File: src/rtl/sysreg_arbiter_if.sv
// Request/response and star-bus signals around sysreg_arbiter.
// slave is the arbiter's view; master is the requesters plus the star-bus dispatcher.
interface sysreg_arbiter_if #(
  parameter int REG_WIDTH = 64,
  parameter int NR_REQ    = 2
);
  localparam int IDW = $clog2(NR_REQ);

  logic [NR_REQ-1:0]           req_valid;
  logic [NR_REQ-1:0]           req_ready;
  logic [NR_REQ-1:0]           req_write;
  logic [NR_REQ*5-1:0]         req_group;
  logic [NR_REQ*3-1:0]         req_regnum;
  logic [NR_REQ*2-1:0]         req_plevel;
  logic [NR_REQ*REG_WIDTH-1:0] req_wdata;

  logic                        resp_valid;
  logic                        resp_ready;
  logic [IDW-1:0]              resp_id;
  logic [REG_WIDTH-1:0]        resp_data;
  logic                        resp_err;

  logic                        rd_en;
  logic [4:0]                  rd_group;
  logic [2:0]                  rd_regnum;
  logic [1:0]                  rd_plevel;
  logic                        rd_valid;
  logic [REG_WIDTH-1:0]        rd_val;

  logic                        wr_en;
  logic [4:0]                  wr_group;
  logic [2:0]                  wr_regnum;
  logic [1:0]                  wr_plevel;
  logic [REG_WIDTH-1:0]        wr_val;

  modport slave (
    input  req_valid, req_write, req_group, req_regnum, req_plevel, req_wdata,
    input  resp_ready, rd_valid, rd_val,
    output req_ready, resp_valid, resp_id, resp_data, resp_err,
    output rd_en, rd_group, rd_regnum, rd_plevel,
    output wr_en, wr_group, wr_regnum, wr_plevel, wr_val
  );

  modport master (
    output req_valid, req_write, req_group, req_regnum, req_plevel, req_wdata,
    output resp_ready, rd_valid, rd_val,
    input  req_ready, resp_valid, resp_id, resp_data, resp_err,
    input  rd_en, rd_group, rd_regnum, rd_plevel,
    input  wr_en, wr_group, wr_regnum, wr_plevel, wr_val
  );
endinterface

File: src/rtl/sysreg_arbiter.sv
// Round-robin arbiter sharing the system-register star bus between NR_REQ requesters.
// One access in flight at a time; a read with no return ends in an error response.
module sysreg_arbiter #(
  parameter int REG_WIDTH = 64,
  parameter int NR_REQ    = 2,
  parameter int TIMEOUT   = 16
) (
  input  logic            clk,
  input  logic            rst,
  sysreg_arbiter_if.slave bus
);
  localparam int IDW = $clog2(NR_REQ);
  localparam int CW  = $clog2(TIMEOUT);

  typedef enum logic [1:0] {
    S_IDLE     = 2'd0,
    S_RD_WAIT  = 2'd1,
    S_WR_ISSUE = 2'd2,
    S_RESP     = 2'd3
  } state_t;

  state_t               r_state;
  state_t               w_next;
  logic [IDW-1:0]       r_last_grant;
  logic [IDW-1:0]       r_id;
  logic [CW-1:0]        r_cnt;
  logic [4:0]           r_group;
  logic [2:0]           r_regnum;
  logic [1:0]           r_plevel;
  logic [REG_WIDTH-1:0] r_wdata;
  logic [REG_WIDTH-1:0] r_resp_data;
  logic                 r_resp_err;

  logic                 w_found;
  logic                 w_hit;
  logic [IDW-1:0]       w_win;
  logic [NR_REQ-1:0]    w_req_ready;
  logic                 w_rd_en;
  logic                 w_wr_en;
  logic                 w_resp_valid;
  logic                 w_rd_done;

  // Round-robin search starting one past the last grant.
  always_comb begin
    w_found = 1'b0;
    w_hit   = 1'b0;
    w_win   = '0;
    for (int k = 1; k <= NR_REQ; k++) begin
      w_hit   = bus.req_valid[(int'(r_last_grant) + k) % NR_REQ] & ~w_found;
      w_win   = w_hit ? IDW'((int'(r_last_grant) + k) % NR_REQ) : w_win;
      w_found = w_found | w_hit;
    end
  end

  assign w_rd_done = bus.rd_valid || (r_cnt == CW'(TIMEOUT - 1));

  // Next-state decode and per-state outputs.
  always_comb begin
    w_next       = r_state;
    w_req_ready  = '0;
    w_rd_en      = 1'b0;
    w_wr_en      = 1'b0;
    w_resp_valid = 1'b0;
    case (r_state)
      S_IDLE: begin
        if (w_found && rst) begin
          // rst gating keeps req_ready low while reset is held
          w_req_ready = {{(NR_REQ-1){1'b0}}, 1'b1} << w_win;
          w_next      = bus.req_write[w_win] ? S_WR_ISSUE : S_RD_WAIT;
        end else begin
          w_next      = S_IDLE;
        end
      end
      S_RD_WAIT: begin
        w_rd_en = 1'b1;
        if (w_rd_done) begin
          w_next = S_RESP;
        end else begin
          w_next = S_RD_WAIT;
        end
      end
      S_WR_ISSUE: begin
        w_wr_en = 1'b1;
        w_next  = S_RESP;
      end
      S_RESP: begin
        w_resp_valid = 1'b1;
        if (bus.resp_ready) begin
          w_next = S_IDLE;
        end else begin
          w_next = S_RESP;
        end
      end
      default: w_next = S_IDLE;
    endcase
  end

  // State register.
  always_ff @(posedge clk or negedge rst) begin
    if (!rst) begin
      r_state <= S_IDLE;
    end else begin
      r_state <= w_next;
    end
  end

  // Request capture, timeout counter and response registers.
  always_ff @(posedge clk or negedge rst) begin
    if (!rst) begin
      r_last_grant <= IDW'(NR_REQ - 1);
      r_id         <= '0;
      r_cnt        <= '0;
      r_group      <= 5'd0;
      r_regnum     <= 3'd0;
      r_plevel     <= 2'd0;
      r_wdata      <= '0;
      r_resp_data  <= '0;
      r_resp_err   <= 1'b0;
    end else begin
      case (r_state)
        S_IDLE: begin
          if (w_found) begin
            r_last_grant <= w_win;
            r_id         <= w_win;
            r_cnt        <= '0;
            r_group      <= bus.req_group[int'(w_win)*5 +: 5];
            r_regnum     <= bus.req_regnum[int'(w_win)*3 +: 3];
            r_plevel     <= bus.req_plevel[int'(w_win)*2 +: 2];
            r_wdata      <= bus.req_wdata[int'(w_win)*REG_WIDTH +: REG_WIDTH];
          end
        end
        S_RD_WAIT: begin
          if (bus.rd_valid) begin
            r_resp_data <= bus.rd_val;
            r_resp_err  <= 1'b0;
          end else if (r_cnt == CW'(TIMEOUT - 1)) begin
            r_resp_data <= '0;
            r_resp_err  <= 1'b1;
          end else begin
            r_cnt <= r_cnt + CW'(1);
          end
        end
        S_WR_ISSUE: begin
          r_resp_data <= '0;
          r_resp_err  <= 1'b0;
        end
        default: begin
          r_cnt <= r_cnt;
        end
      endcase
    end
  end

  assign bus.req_ready  = w_req_ready;
  assign bus.resp_valid = w_resp_valid;
  assign bus.resp_id    = r_id;
  assign bus.resp_data  = r_resp_data;
  assign bus.resp_err   = r_resp_err;
  assign bus.rd_en      = w_rd_en;
  assign bus.rd_group   = r_group;
  assign bus.rd_regnum  = r_regnum;
  assign bus.rd_plevel  = r_plevel;
  assign bus.wr_en      = w_wr_en;
  assign bus.wr_group   = r_group;
  assign bus.wr_regnum  = r_regnum;
  assign bus.wr_plevel  = r_plevel;
  assign bus.wr_val     = r_wdata;
endmodule

File: src/flat_wrapper.sv
// flat-port wrapper written by rule: the top's interface ports become plain ports
module sysreg_arbiter_flat 
#(
  parameter int REG_WIDTH = 64,
  parameter int NR_REQ    = 2,
  parameter int TIMEOUT   = 16
)
  (clk, rst, bus_req_valid, bus_req_write, bus_req_group, bus_req_regnum, bus_req_plevel, bus_req_wdata, bus_resp_ready, bus_rd_valid, bus_rd_val, bus_req_ready, bus_resp_valid, bus_resp_id, bus_resp_data, bus_resp_err, bus_rd_en, bus_rd_group, bus_rd_regnum, bus_rd_plevel, bus_wr_en, bus_wr_group, bus_wr_regnum, bus_wr_plevel, bus_wr_val);
  sysreg_arbiter_if #(.REG_WIDTH(REG_WIDTH), .NR_REQ(NR_REQ)) bus_i ();
  input  logic clk;
  input  logic rst;
  input wire logic [$bits(bus_i.req_valid)-1:0] bus_req_valid;
  input wire logic [$bits(bus_i.req_write)-1:0] bus_req_write;
  input wire logic [$bits(bus_i.req_group)-1:0] bus_req_group;
  input wire logic [$bits(bus_i.req_regnum)-1:0] bus_req_regnum;
  input wire logic [$bits(bus_i.req_plevel)-1:0] bus_req_plevel;
  input wire logic [$bits(bus_i.req_wdata)-1:0] bus_req_wdata;
  input wire logic [$bits(bus_i.resp_ready)-1:0] bus_resp_ready;
  input wire logic [$bits(bus_i.rd_valid)-1:0] bus_rd_valid;
  input wire logic [$bits(bus_i.rd_val)-1:0] bus_rd_val;
  output wire logic [$bits(bus_i.req_ready)-1:0] bus_req_ready;
  output wire logic [$bits(bus_i.resp_valid)-1:0] bus_resp_valid;
  output wire logic [$bits(bus_i.resp_id)-1:0] bus_resp_id;
  output wire logic [$bits(bus_i.resp_data)-1:0] bus_resp_data;
  output wire logic [$bits(bus_i.resp_err)-1:0] bus_resp_err;
  output wire logic [$bits(bus_i.rd_en)-1:0] bus_rd_en;
  output wire logic [$bits(bus_i.rd_group)-1:0] bus_rd_group;
  output wire logic [$bits(bus_i.rd_regnum)-1:0] bus_rd_regnum;
  output wire logic [$bits(bus_i.rd_plevel)-1:0] bus_rd_plevel;
  output wire logic [$bits(bus_i.wr_en)-1:0] bus_wr_en;
  output wire logic [$bits(bus_i.wr_group)-1:0] bus_wr_group;
  output wire logic [$bits(bus_i.wr_regnum)-1:0] bus_wr_regnum;
  output wire logic [$bits(bus_i.wr_plevel)-1:0] bus_wr_plevel;
  output wire logic [$bits(bus_i.wr_val)-1:0] bus_wr_val;
  assign bus_i.req_valid = bus_req_valid;
  assign bus_i.req_write = bus_req_write;
  assign bus_i.req_group = bus_req_group;
  assign bus_i.req_regnum = bus_req_regnum;
  assign bus_i.req_plevel = bus_req_plevel;
  assign bus_i.req_wdata = bus_req_wdata;
  assign bus_i.resp_ready = bus_resp_ready;
  assign bus_i.rd_valid = bus_rd_valid;
  assign bus_i.rd_val = bus_rd_val;
  assign bus_req_ready = bus_i.req_ready;
  assign bus_resp_valid = bus_i.resp_valid;
  assign bus_resp_id = bus_i.resp_id;
  assign bus_resp_data = bus_i.resp_data;
  assign bus_resp_err = bus_i.resp_err;
  assign bus_rd_en = bus_i.rd_en;
  assign bus_rd_group = bus_i.rd_group;
  assign bus_rd_regnum = bus_i.rd_regnum;
  assign bus_rd_plevel = bus_i.rd_plevel;
  assign bus_wr_en = bus_i.wr_en;
  assign bus_wr_group = bus_i.wr_group;
  assign bus_wr_regnum = bus_i.wr_regnum;
  assign bus_wr_plevel = bus_i.wr_plevel;
  assign bus_wr_val = bus_i.wr_val;
  sysreg_arbiter #(.REG_WIDTH(REG_WIDTH), .NR_REQ(NR_REQ), .TIMEOUT(TIMEOUT)) u_core (.clk(clk), .rst(rst), .bus(bus_i));
endmodule
File: config.mk
export PLATFORM = sky130hd
export DESIGN_NAME = sysreg_arbiter_flat
export DESIGN_NICKNAME = d
export VERILOG_FILES = /design/src/rtl/sysreg_arbiter_if.sv /design/src/rtl/sysreg_arbiter.sv /design/src/flat_wrapper.sv
export SDC_FILE = /design/constraint.sdc
export NUM_CORES = 1
export LEC_CHECK = 0
export CORE_AREA = 2 2 146 148
export DETAILED_ROUTE_END_ITERATION = 12
export DIE_AREA = 0 0 148 150
export PLACE_DENSITY = 0.7
export SYNTH_ARGS = -nofsm -noshare
export SYNTH_HDL_FRONTEND = slang
export SYNTH_SLANG_ARGS = --single-unit
File: constraint.sdc
create_clock -name clk -period 5.1 [get_ports clk]
set_input_delay 1.02 -clock clk [delete_from_list [all_inputs] [get_ports clk]]
set_output_delay 1.02 -clock clk [all_outputs]
set_load 0.01 [all_outputs]
Yosys cells after proc, flatten, opt, wreduce, memory -nomap -nowiden
Index checks and enable logic that the tools add are counted.

word-level totals
  latch bits = 0
  output and inout port bits = 155
  memory bits (writable) = 0
  ROM bits = 0
  memories = 0
  logic and storage cells = 74
  register bits = 147
  bits of input ports = 220

operators by class
  bitwise gates (word level) = 5
  $lt $le $gt $ge = 3
  $add $sub $neg = 3
  mux-type cells = 30
  shift operators = 5
  eq/ne operators = 8
  $mul = 2
  reductions and logical operators = 8
  divide/modulo/power cells = 0

operators with widths
  operator                                                              number
  64-bit 2-to-1 mux                                                     2
  64-bit case mux with 2 select lines                                   1
  128-bit by 8-bit variable part select with 64-bit output              1
  10-bit by 32-bit variable part select with 5-bit output               1
  6-bit by 32-bit variable part select with 3-bit output                1
  1-bit 2-to-1 mux                                                      15
  2-bit 2-to-1 mux                                                      6
  4-bit 2-to-1 mux                                                      3
  2-bit case mux with 4 select lines                                    1
  4-bit case mux with 2 select lines                                    1
  2-bit by 3-bit < comparator with 1-bit output, second input constant  2
  4-bit by 1-bit adder with 4-bit output, second input constant         1
  2-bit == test, second input constant                                  2
  4-bit == test, second input constant                                  1
  1-bit by 3-bit multiplier with 4-bit output, second input constant    1
  2-bit != test, second input constant                                  2
  2-bit AND reduction                                                   2
  4-bit AND reduction                                                   1
  2-bit nonzero test                                                    2
  4-bit by 3-bit variable part select with 2-bit output                 1
  1-bit by 2-bit multiplier with 3-bit output, second input constant    1
  3-bit by 2-bit != test with 1-bit output, second input constant       1
  1-bit adder, second input constant                                    2
  1-bit AND, first input constant                                       2
  other kinds (11)                                                      11

Depth between registers and ports, before layout
  depth in word-level cells = 13
  depth in mapped cells = 9
  mapped depth without buffers = 6

Worst setup path after synthesis
Ideal clock, no wire load.

  path type = input to output
  start point = in bus_req_valid[1]
  end point = out bus_req_ready[0]
  required time = 4.080 ns
  setup slack = 2.177 ns
  path buffers = 3
  arrival = 1.903 ns
  stages on the path = 5
  cell sequence = a21boi_2 > buf_6 > buf_8 > buf_8 > nor3b_1

on the way
  word-level cells in the longest chain between the ends = 9
  elaborated cells on any way between the ends = 15
  classes of those cells = shift: 1; mux: 10; bitwise: 3; reduce/logical: 1

RTL lines
  item                                                                                     line                                        source
  start: declaration                                                                       flat_wrapper.sv:12                          input wire logic [$bits(bus_i.req_valid)-1:0] bus_req_valid;
  1-bit 2-to-1 mux (implied by the code) (3 in a row)                                      sysreg_arbiter.sv:49                        w_hit = bus.req_valid[(int'(r_last_grant) + k) % NR_REQ] & ~w_found;
  1-bit inverter                                                                           sysreg_arbiter.sv:49
  1-bit AND                                                                                sysreg_arbiter.sv:49
  1-bit 2-to-1 mux / 1-bit bitwise OR (equally long branches)                              sysreg_arbiter.sv:50, sysreg_arbiter.sv:51
  1-bit by 1-bit left shift with 2-bit output / 1-bit logical AND (equally long branches)  sysreg_arbiter.sv:68, sysreg_arbiter.sv:66
  2-bit 2-to-1 mux (*)                                                                     sysreg_arbiter.sv:66                        if (w_found && rst) begin
  2-bit 2-to-1 mux (*)                                                                     sysreg_arbiter.sv:64                        case (r_state)
  end: declaration                                                                         flat_wrapper.sv:21                          output wire logic [$bits(bus_i.req_ready)-1:0] bus_req_ready;

Mark *: on every way between the ends. The rest lies on a longest branch, timed or not. The select of a mux whose other input is x is not followed.

Final worst setup path
  start point = in bus_req_valid[1]
  end point = out bus_req_ready[1]

The elaborated chain is that of the path after synthesis.

==> impl_metrics.json <==
{
  "status": "completed",
  "power_uw": 6430,
  "synth_top_family_by_area": "simple AND/OR/NAND/NOR gates",
  "grt_max_degree": 117,
  "first_iter_violations": 198,
  "grt.total_usage_pct": 18.2,
  "io_buffers": 374,
  "yosys.area_share.simple_pct": 13.1,
  "worst_setup_path_start_kind": "input port",
  "leakage_uw": 0.00471,
  "fin_skew_ps": 7.92,
  "slowest_stage": "clkdlybuf4s50_1",
  "grt_pass1_wl_mm": 31.5,
  "rsz0062_at_grt": "no",
  "peakVddDrop_v": 0.000298,
  "cts_resized": 0,
  "finalCriticalPeriod_ps": 3810,
  "syn_area_per_cell_um2": 9.93,
  "grt_pass1_vias": 5877,
  "max_slew_margin_pct": 33.8,
  "finalWorstSetupSlack_ps": 1290,
  "setup_violations": 0,
  "cp-end-kind": "output pin",
  "drt-wirelength-per-cell_um": 15.6,
  "clock_latency_ps": 420,
  "dieArea_um2": 22200,
  "cts-root-buf": "clkbuf_16",
  "synthMuxAreaShare_pct": 11.1,
  "syn_area_um2": 6700,
  "pre_cts_ws_ps": 1280,
  "rrSetupSlack_ps": 2570,
  "final_core_utilization_pct": 53.4,
  "async_reset_ff_share_pct": 100,
  "mostFrequentLayoutCell": "clkdlybuf4s50_1",
  "setup_tns_ps": 0,
  "antenna_found_initial": 0,
  "cts_buffers": 17,
  "row_count": 53,
  "syn-num-nets": 900,
  "synthXorXnorAreaFrac_pct": 0,
  "crit_family": "buffers and inverters",
  "die_y_um": 150,
  "hold_viol_final": 0,
  "slowest_delay_ps": 610,
  "max_slew.worst_pin.slew_ps": 993,
  "hold_class": "input port to asynchronous set/reset pin",
  "cp_cell_sequence": "clkdlybuf4s50_1 > a21boi_4 > and3_1 > clkdlybuf4s50_1",
  "max_freq_ghz": 0.263,
  "synth_cell_type_count": 40,
  "cpMostUsedCell": "clkdlybuf4s50_1",
  "finalCritPeriodShare_pct": 74.7,
  "cts.sinks": 147,
  "yosysWarningCount": 0,
  "ys_ff_latch": 147,
  "fin_nets": 1245,
  "ys_seq_area_share_pct": 55.0,
  "diodes": 0,
  "drcViolationCount": 0,
  "crit_type": "input port to output pin",
  "p_per_area_nw_per_um2": 582,
  "synth_ff_type": "dfrtp_1",
  "seqCellArea_um2": 3680,
  "final_cell_mix": "clkdlybuf4s50_1, nand2_1, dfrtp_1",
  "clockBufferDepth": 2,
  "ant_nets": 0,
  "synth_compound_area_share_pct": 12.9,
  "fillers": 1895,
  "start_util_pct": 32.4,
  "drt-total-wl_mm": 20.4,
  "drt_first_pass_iters": 5,
  "die_x_um": 148,
  "drv_cap": 0,
  "pin_count": 375,
  "synth-adder-area-share_pct": 1.12,
  "fp.coreArea_um2": 20700,
  "cp.required_ps": 4080,
  "dp_hpwl_mm": 15.5,
  "multi_input_area_um2": 2580,
  "synthCells": 674,
  "routed_via_density": 4.49,
  "path_clk_slew_ps": 60,
  "report.final.slew_viol_count": 0,
  "place_congestion": 0.775,
  "drive_gt1_share_pct": 4.85,
  "cp_max_fo": 11,
  "area_growth_pct": 65.0,
  "cts_max_level": 4,
  "vias": 5862,
  "arrival_ps": 2790,
  "synth_edf_count": 0,
  "path_buf_inv": 2,
  "postCtsSetupBuffers": 0,
  "cts_tree": "yes",
  "gr-total-overflow": 0,
  "cts_hold_buf": 0
}
[cell usage after synthesis (2+ instances only)]
| library cell | instances | share of area [%] |
|---|---|---|
| buf_1 | 2 | 0.11 |
| nand2_1 | 208 | 12 |
| buf_4 | 10 | 1.1 |
| buf_6 | 19 | 3.2 |
| nand3_1 | 5 | 0.37 |
| dfrtp_1 | 146 | 55 |
| o21ai_1 | 11 | 0.82 |
| o211ai_1 | 3 | 0.34 |
| o21ai_0 | 129 | 9.6 |
| buf_2 | 11 | 0.82 |
| mux2i_1 | 74 | 11 |
| o311ai_0 | 2 | 0.26 |
| nand2b_1 | 2 | 0.19 |
| a21oi_1 | 2 | 0.15 |
| ha_1 | 6 | 1.1 |
| inv_1 | 6 | 0.34 |
| clkbuf_1 | 14 | 0.78 |
| buf_8 | 2 | 0.45 |
[per-layer routing]
| metal | vias up | wire length, µm | track usage (%) |
|---|---|---|---|
| met2 | 212 | 10100 | 30.5 |
| met1 | 2678 | 8600 | 22.9 |
| met3 | 28 | 1360 | 5.03 |
| li1 | 2944 | - | - |
| met5 | - | 0 | 0 |
| met4 | 0 | 353 | 6.05 |
[power breakdown]
group | internal [µW] | switching, µW
clock network | 780 | 499
registers | 1750 | 321
logic | 1560 | 1510
total | 4100 | 2330
[metrics by stage]
stage	hold WS (ps)	instances	instance area, µm²
after floorplan	480	674	6700
after global routing	353	1306	11000
after CTS	356	1306	11000
after detailed placement	469	1275	10400
after global placement	460	1275	10400
final	380	1306	11000
[worst reg2reg max path, stage by stage, from the launching register on]
cell and delay, ps:
dfrtp_1 370, inv_1 90, ha_1 340, o21ai_4 110, buf_4 330, buf_4 830
o21ai_0 290
[layout make-up]
type | count | area share (%)
well taps | 275 | 3.12
clock inverters | 13 | 1.43
repair buffers | 384 | 34.6
flip-flops and latches | 147 | 33.3
inverters | 6 | 0.204
clock buffers | 18 | 3.98
multi-input cells | 463 | 23.4
[final timing paths]
path / from / endpoint / cells after the start
min: rst / u_core.bus.resp_data[10] / 1
max reg2reg: u_core.r_state[0] / u_core.bus.wr_val[34] / 6
min in group clk: u_core.bus.wr_val[52] / u_core.bus.wr_val[52] / 2
max in group asynchronous: rst / u_core.bus.resp_data[49] / 2
max: bus_req_valid[1] / bus_req_ready[1] / 4
min reg2reg: u_core.bus.wr_val[52] / u_core.bus.wr_val[52] / 2
[state kept, by name, indices dropped and copies added, names as in the netlist]
signal	count
u_core.bus.resp_err	1
u_core.bus.rd_plevel	2
u_core.bus.rd_regnum	3
u_core.bus.wr_val	64
u_core.bus.resp_data	64
u_core.r_last_grant	1
u_core.bus.rd_group	5
u_core.r_cnt	4
u_core.r_state	2
u_core.bus.resp_id	1
[logic make-up after synthesis]
logic type	Yosys count
and+or+nand+nor	224
AOI/OAI and AO/OA	159
DFF	147
muxes	74
buffers and inverters	64
adders and majority gates	6
(Power assumes the default switching activity.)
==> edit 1, RTL diff (same flow settings) <==
Make the reset (`rst`) synchronous in 2 clocked blocks.
--- a/src/rtl/sysreg_arbiter.sv
+++ b/src/rtl/sysreg_arbiter.sv
@@ -98,3 +98,3 @@
   // State register.
-  always_ff @(posedge clk or negedge rst) begin
+  always_ff @(posedge clk) begin
     if (!rst) begin
@@ -107,3 +107,3 @@
   // Request capture, timeout counter and response registers.
-  always_ff @(posedge clk or negedge rst) begin
+  always_ff @(posedge clk) begin
     if (!rst) begin
Check against the original RTL: differs if rst is asserted again (counterexample within 4 cycles, from zero or initial values and one cycle with rst low); with rst held inactive, the same outputs for 4 cycles.
==> edit 1 against the unedited design <==
Synthesized area is 0.77% lower. Non-clock buffer count unchanged. Global-route usage down 0.21 points. First-iteration DRC count is 49% higher. Final area is 0.57% lower. Total power down 16%. Critical path type unchanged. Routed wire length is 1.8% higher. Sequential cell count unchanged. Final cell count is essentially flat. Worst setup slack gained 250 ps.
==> edit 1: results (changes against the unedited design) <==
Parameter                              Value

Power and ir drop
  Cell leakage power ... 4.67 nW (was 4.71 nW)
  IR drop worst, VDD ... 241 uV (was 298 uV)

Synth
  Fraction of the mapped netlist area in adder cells ... 1.13% (was 1.12%)
  Main synth FF type ... dfxtp_1 (was dfrtp_1)
  Net count of the mapped netlist ... 915 (was 900)
  Multiplexer fraction of the synthesized cell area ... 11.1% (about the same)
  Cell count after synthesis ... 689 (was 674)
  Largest cells by area after synthesis ... dfxtp_1 (44%), mux2i_1 (11%), o211a_1 (11%) (was dfrtp_1 (55%), nand2_1 (12%), mux2i_1 (11%))
  List of most frequent post-synthesis cells ... dfxtp_1 (147), nand2_1 (143), mux2i_1 (74), o211a_1 (74), nand3_1 (65) (was nand2_1 (208), dfrtp_1 (146), o21ai_0 (129))
  Synth Area in Compound Gates ... 21.0% (was 12.9%)
  Sequential-to-total area share from yosys stat ... 44.3% (was 55.0%)
  Post-synthesis xor/xnor area fraction ... 0.264% (was 0%)
  Synth unique cells ... 36 (was 40)
  Ys async rst share ... 0% (was 100%)

Critical path
  Setup slack on the worst flop-to-flop path ... 2730 ps (was 2570 ps)
  Worst reg2reg startpoint ... u_core.r_state[1] (was u_core.r_state[0])
  R2R Path End ... u_core.bus.resp_data[4] (was u_core.bus.wr_val[34])
  WP data arrival ... 2530 ps (was 2790 ps)
  Depth of the most critical reg-to-reg path ... 7 (was 6)
  Critical path origin ... bus_req_valid[1] (unchanged)
  CP max FO ... 5 (was 11)

Global routing
  Wire length of the first global-routing pass ... 31600 um (was 31500 um)
  Via count of the first global-routing pass ... 5993 (was 5877)
  Maximum number of pins on one net before global-route repair ... 80 (was 117)
  Overall global routing resource usage ... 18.0% (was 18.2%)
  Number of antenna violations at the first check in global routing ... 0 (unchanged)

Layout
  Post-route non-filler standard cell count ... 1305 (was 1306)
  Number of filler instances in the final layout ... 1918 (was 1895)
  Fraction of final layout cells sized beyond drive strength 1 ... 4.66% (was 4.85%)
  Number of antenna repair diodes ... 0 (unchanged)

Route
  Vias per cell ... 4.75 (was 4.49)
  Detailed Route WL ... 20800 um (was 20400 um)
  Detailed-router iteration count before antenna repair ... 4 (was 5)
  Number of violations reported at the end of detailed-routing iteration 0 ... 296 (was 198)

Timing
  Final Skew ... 10.3 ps (was 7.92 ps)
  Worst Tran Pin Value ... 935 ps (was 993 ps)

Hold path
  Worst hold path class ... reg2reg (was in2async)
  Worst hold path stage count ... 2

Placement
  Last weighted congestion value of the routability-driven placer ... 0.803 (was 0.775)
  Post-DP HPWL ... 15100 um (was 15500 um)

Outcome
  Run status ... finished, final reports clean (unchanged)
==> edit 1: cell types whose count changed after synthesis, moves of 6 or more <==
cell	change
dfxtp_1	+147
dfrtp_1	-146
o21ai_0	-125
o211a_1	+74
nand2_1	-65
a21boi_1	+61
nand3_1	+60
buf_6	-18
buf_2	+15
o21ai_1	-11
buf_4	+7
a21boi_0	+6
==> edit 1: cell type report <==
cell class                 instances  area, um2  area share [%]
clock buffer                      18        429            3.91
clock inverter                    12        205            1.87
inverter                           4       15.0           0.137
multi-input combinational        465       3220            29.3
sequential                       147       2940            26.8
tap                              275        344            3.13
timing repair buffer             384       3830            34.9
==> edit 1: per-stage QoR <==
step | util, % | hold slack (ps) | cell area (um2) | setup WS (ps)
3_5_place_dp | 50.0 | 441 | 10300 | 1460
3_3_place_gp | 50.0 | 436 | 10300 | 1490
6_report | 53.1 | 445 | 11000 | 1550
2_1_floorplan | - | 458 | 6640 | 2280
4_1_cts | 53.1 | 450 | 11000 | 1540
5_1_grt | 53.1 | 460 | 11000 | 1490
==> edit 1: logic make-up after synthesis <==
group	after synthesis
compound gates	160
simple gates	223
flops	147
fa+ha+maj	6
xor+xnor	2
buf+inv	77
mux	74
==> edit 1: report_power, final <==
part	internal (mW)	switching [mW]	total, mW
clock network	0.867	0.501	1.37
logic	1.17	1.21	2.38
registers	1.48	0.180	1.66
total	3.52	1.89	5.41
==> edit 1: worst max-delay path, cell delays in order <==
cell,delay (ps)
clkdlybuf4s50_1,560
a21boi_4,210
inv_1,70
nor2_1,120
clkdlybuf4s50_1,560
==> edit 1: metal layers <==
layer	up-vias	global-route usage, %	wire length (um)
met5	-	0	0
met4	0	5.33	310
met3	22	6.74	1880
met2	240	32.4	10500
met1	2864	19.8	8090
li1	3075	-	-
==> edit 2, RTL diff (same settings) <==
Made on the original files. `REG_WIDTH` is set to 64 in 3 places; all go to 72.
--- a/src/rtl/sysreg_arbiter_if.sv
+++ b/src/rtl/sysreg_arbiter_if.sv
@@ -3,3 +3,3 @@
 interface sysreg_arbiter_if #(
-  parameter int REG_WIDTH = 64,
+  parameter int REG_WIDTH = 72,
   parameter int NR_REQ    = 2
--- a/src/rtl/sysreg_arbiter.sv
+++ b/src/rtl/sysreg_arbiter.sv
@@ -3,3 +3,3 @@
 module sysreg_arbiter #(
-  parameter int REG_WIDTH = 64,
+  parameter int REG_WIDTH = 72,
   parameter int NR_REQ    = 2,
--- a/src/flat_wrapper.sv
+++ b/src/flat_wrapper.sv
@@ -3,3 +3,3 @@
 #(
-  parameter int REG_WIDTH = 64,
+  parameter int REG_WIDTH = 72,
   parameter int NR_REQ    = 2,
Ports: changed (resized bus_rd_val, bus_req_wdata, bus_resp_data and bus_wr_val); port bits go from 375 to 415. No check against the original RTL was run, so the function may have changed too.
==> edit 2 against the unedited design <==
Synthesized area rose by 9.1%. Clock power fell by 6%. Global-route usage rose by 1.9 points. Synthesized cell count rose by 10%. Critical path depth rose by 1. Total power rose by 9.5%. Routed wire length rose by 11%. Largest power group unchanged. Worst setup slack got worse by 120 ps. Sequential cell count rose by 16. Core utilization rose by 4.8 points. Non-clock buffer count rose by 38. Final area rose by 9.0%. Critical endpoint unchanged.
==> edit 2: results (changes against the unedited design) <==
Parameter                              Value

Placement
  Last weighted congestion value of the routability-driven placer ... 0.786 (was 0.775)
  Post-DP HPWL ... 17200 um (was 15500 um)
  Port-buffer cells ... 414 (was 374)
  DP Worst Slack ... 1160 ps (was 1280 ps)
  Standard cell area after detailed placement ... 11500 um2 (was 10400 um2)

Timing
  Final Skew ... 11.6 ps (was 7.92 ps)
  Slew headroom ... 25.6% (was 33.8%)
  F_max ... 255 MHz (was 263 MHz)

Layout
  Number of antenna repair diodes ... 0 (unchanged)
  Fraction of final layout cells sized beyond drive strength 1 ... 4.06% (was 4.85%)
  Net count, final ... 1371 (was 1245)

Critical path
  WP data arrival ... 2910 ps (was 2790 ps)
  Critical path origin ... bus_req_valid[1] (unchanged)
  Depth of the most critical reg-to-reg path ... 6 (unchanged)
  R2R Path End ... u_core.bus.wr_val[43] (was u_core.bus.wr_val[34])
  Setup slack on the worst flop-to-flop path ... 2430 ps (was 2570 ps)
  CP max FO ... 16 (was 11)
  Worst setup path endpoint ... bus_req_ready[1] (unchanged)
  Worst reg2reg startpoint ... u_core.r_state[0] (unchanged)

Synth
  Largest cells by area after synthesis ... dfrtp_1 (55%), nand2_1 (12%), mux2i_1 (11%) (unchanged)
  Ys async rst share ... 100% (unchanged)
  Sequential-to-total area share from yosys stat ... 55.8% (was 55.0%)
  Netlist Area Pre-Place ... 7310 um2 (was 6700 um2)
  Mapped Avg Cell Area ... 9.83 um2 (was 9.93 um2)
  Net count of the mapped netlist ... 993 (was 900)
  Main synth FF type ... dfrtp_1 (unchanged)
  Number of warnings printed during yosys synthesis ... 0 (unchanged)
  List of most frequent post-synthesis cells ... nand2_1 (231), dfrtp_1 (162), o21ai_1 (147) (was nand2_1 (208), dfrtp_1 (146), o21ai_0 (129))

CTS
  Maximum clock path buffer count ... 2 (unchanged)
  Clock-pin transition on the worst setup and hold timing paths ... roughly 70 ps
  Clk Tree Root Cell ... clkbuf_16 (unchanged)
  Post-CTS setup repair buffer count ... 0 (unchanged)
  Post-CTS sizing ... 0 (unchanged)
  Latest clock arrival within the worst-skew pair ... 420 ps (about the same)

Route
  Vias per cell ... 4.57 (was 4.49)
  Detailed-router iteration count before antenna repair ... 4 (was 5)
  Post-DR wirelength/cell ... 16.1 um (was 15.6 um)
  Detailed-route via count ... 6440 (was 5862)
  Number of violations reported at the end of detailed-routing iteration 0 ... 169 (was 198)

Global routing
  GR met1 Demand/Resource ... 23.9% (was 22.9%)
  Maximum number of pins on one net before global-route repair ... 147 (was 117)
  Via count of the first global-routing pass ... 6344 (was 5877)
  Met2 routing resource usage after global routing ... 34.8% (was 30.5%)
  Wire length of the first global-routing pass ... 34500 um (was 31500 um)
  Overall global routing resource usage ... 20.1% (was 18.2%)
  Number of antenna violations at the first check in global routing ... 0 (unchanged)
  Global routing usage on met3 ... 5.24% (was 5.03%)

Power and ir drop
  IR drop worst, VDD ... 358 uV (was 298 uV)
  Cell leakage power ... 5.13 nW (was 4.71 nW)
  Share of total power consumed by net switching ... 38.0% (was 36.3%)

Outcome
  Run status ... finished, final reports clean (unchanged)
edit 2: cell count changes after synthesis, sizes merged, moves of 2 or more:
cell    delta
nand3      -5
o311ai     -2
nor2       +5
buf        -2
nand2     +23
a21oi      +2
o21ai     +17
mux2i      +8
clkbuf     +7
dfrtp     +16
o211ai     -3
edit 2: cell type report:
cell class,count,area (um2)
fillers,1832,8660
repair buffers,422,4220
flip-flops and latches,163,4080
multi-input cells,511,2820
clock buffers,20,447
well taps,275,344
clock inverters,12,97.6
inverters,6,22.5
edit 2: logic make-up after synthesis:
group,share of synthesized area [%]
simple gates,13.0
compound gates,12.9
flops,55.8
mux,11.2
buf+inv,5.98
fa+ha+maj,1.03
edit 2: routing by layer:
metal	share of wire [%]	vias up
li1	-	3231
met1	39	2905
met2	50	271
met3	7.4	33
met4	3.0	0
met5	0	-
edit 2: power groups by stage:
stage / logic [mW] / clock network, mW / registers, mW
floorplan: 1.51 / 0 / 2.58
global placement: 3.55 / 0 / 2.29
detailed placement: 3.61 / 0 / 2.32
CTS: 3.61 / 1.23 / 2.30
global route: 3.88 / 1.29 / 2.37
finish: 3.55 / 1.20 / 2.29
edit 2: worst min path at each step:
stage | slack, ps | end | startpoint | depth (start not counted)
after global routing | 440 | u_core.bus.wr_val[62] | rst | 1
after floorplan | 510 | u_core.r_cnt[3] | u_core.r_cnt[3] | 1
after global placement | 460 | u_core.bus.resp_err | u_core.bus.resp_err | 2
final | 450 | u_core.bus.wr_val[62] | rst | 1
after detailed placement | 470 | u_core.bus.resp_err | u_core.bus.resp_err | 2
after CTS | 440 | u_core.bus.wr_val[62] | rst | 1
edit 2: critical path, cell delays in order:
cell and delay [ps]:
clkdlybuf4s50_1 600, a21boi_4 270, buf_4 300, and3_1 190
clkdlybuf4s50_1 530
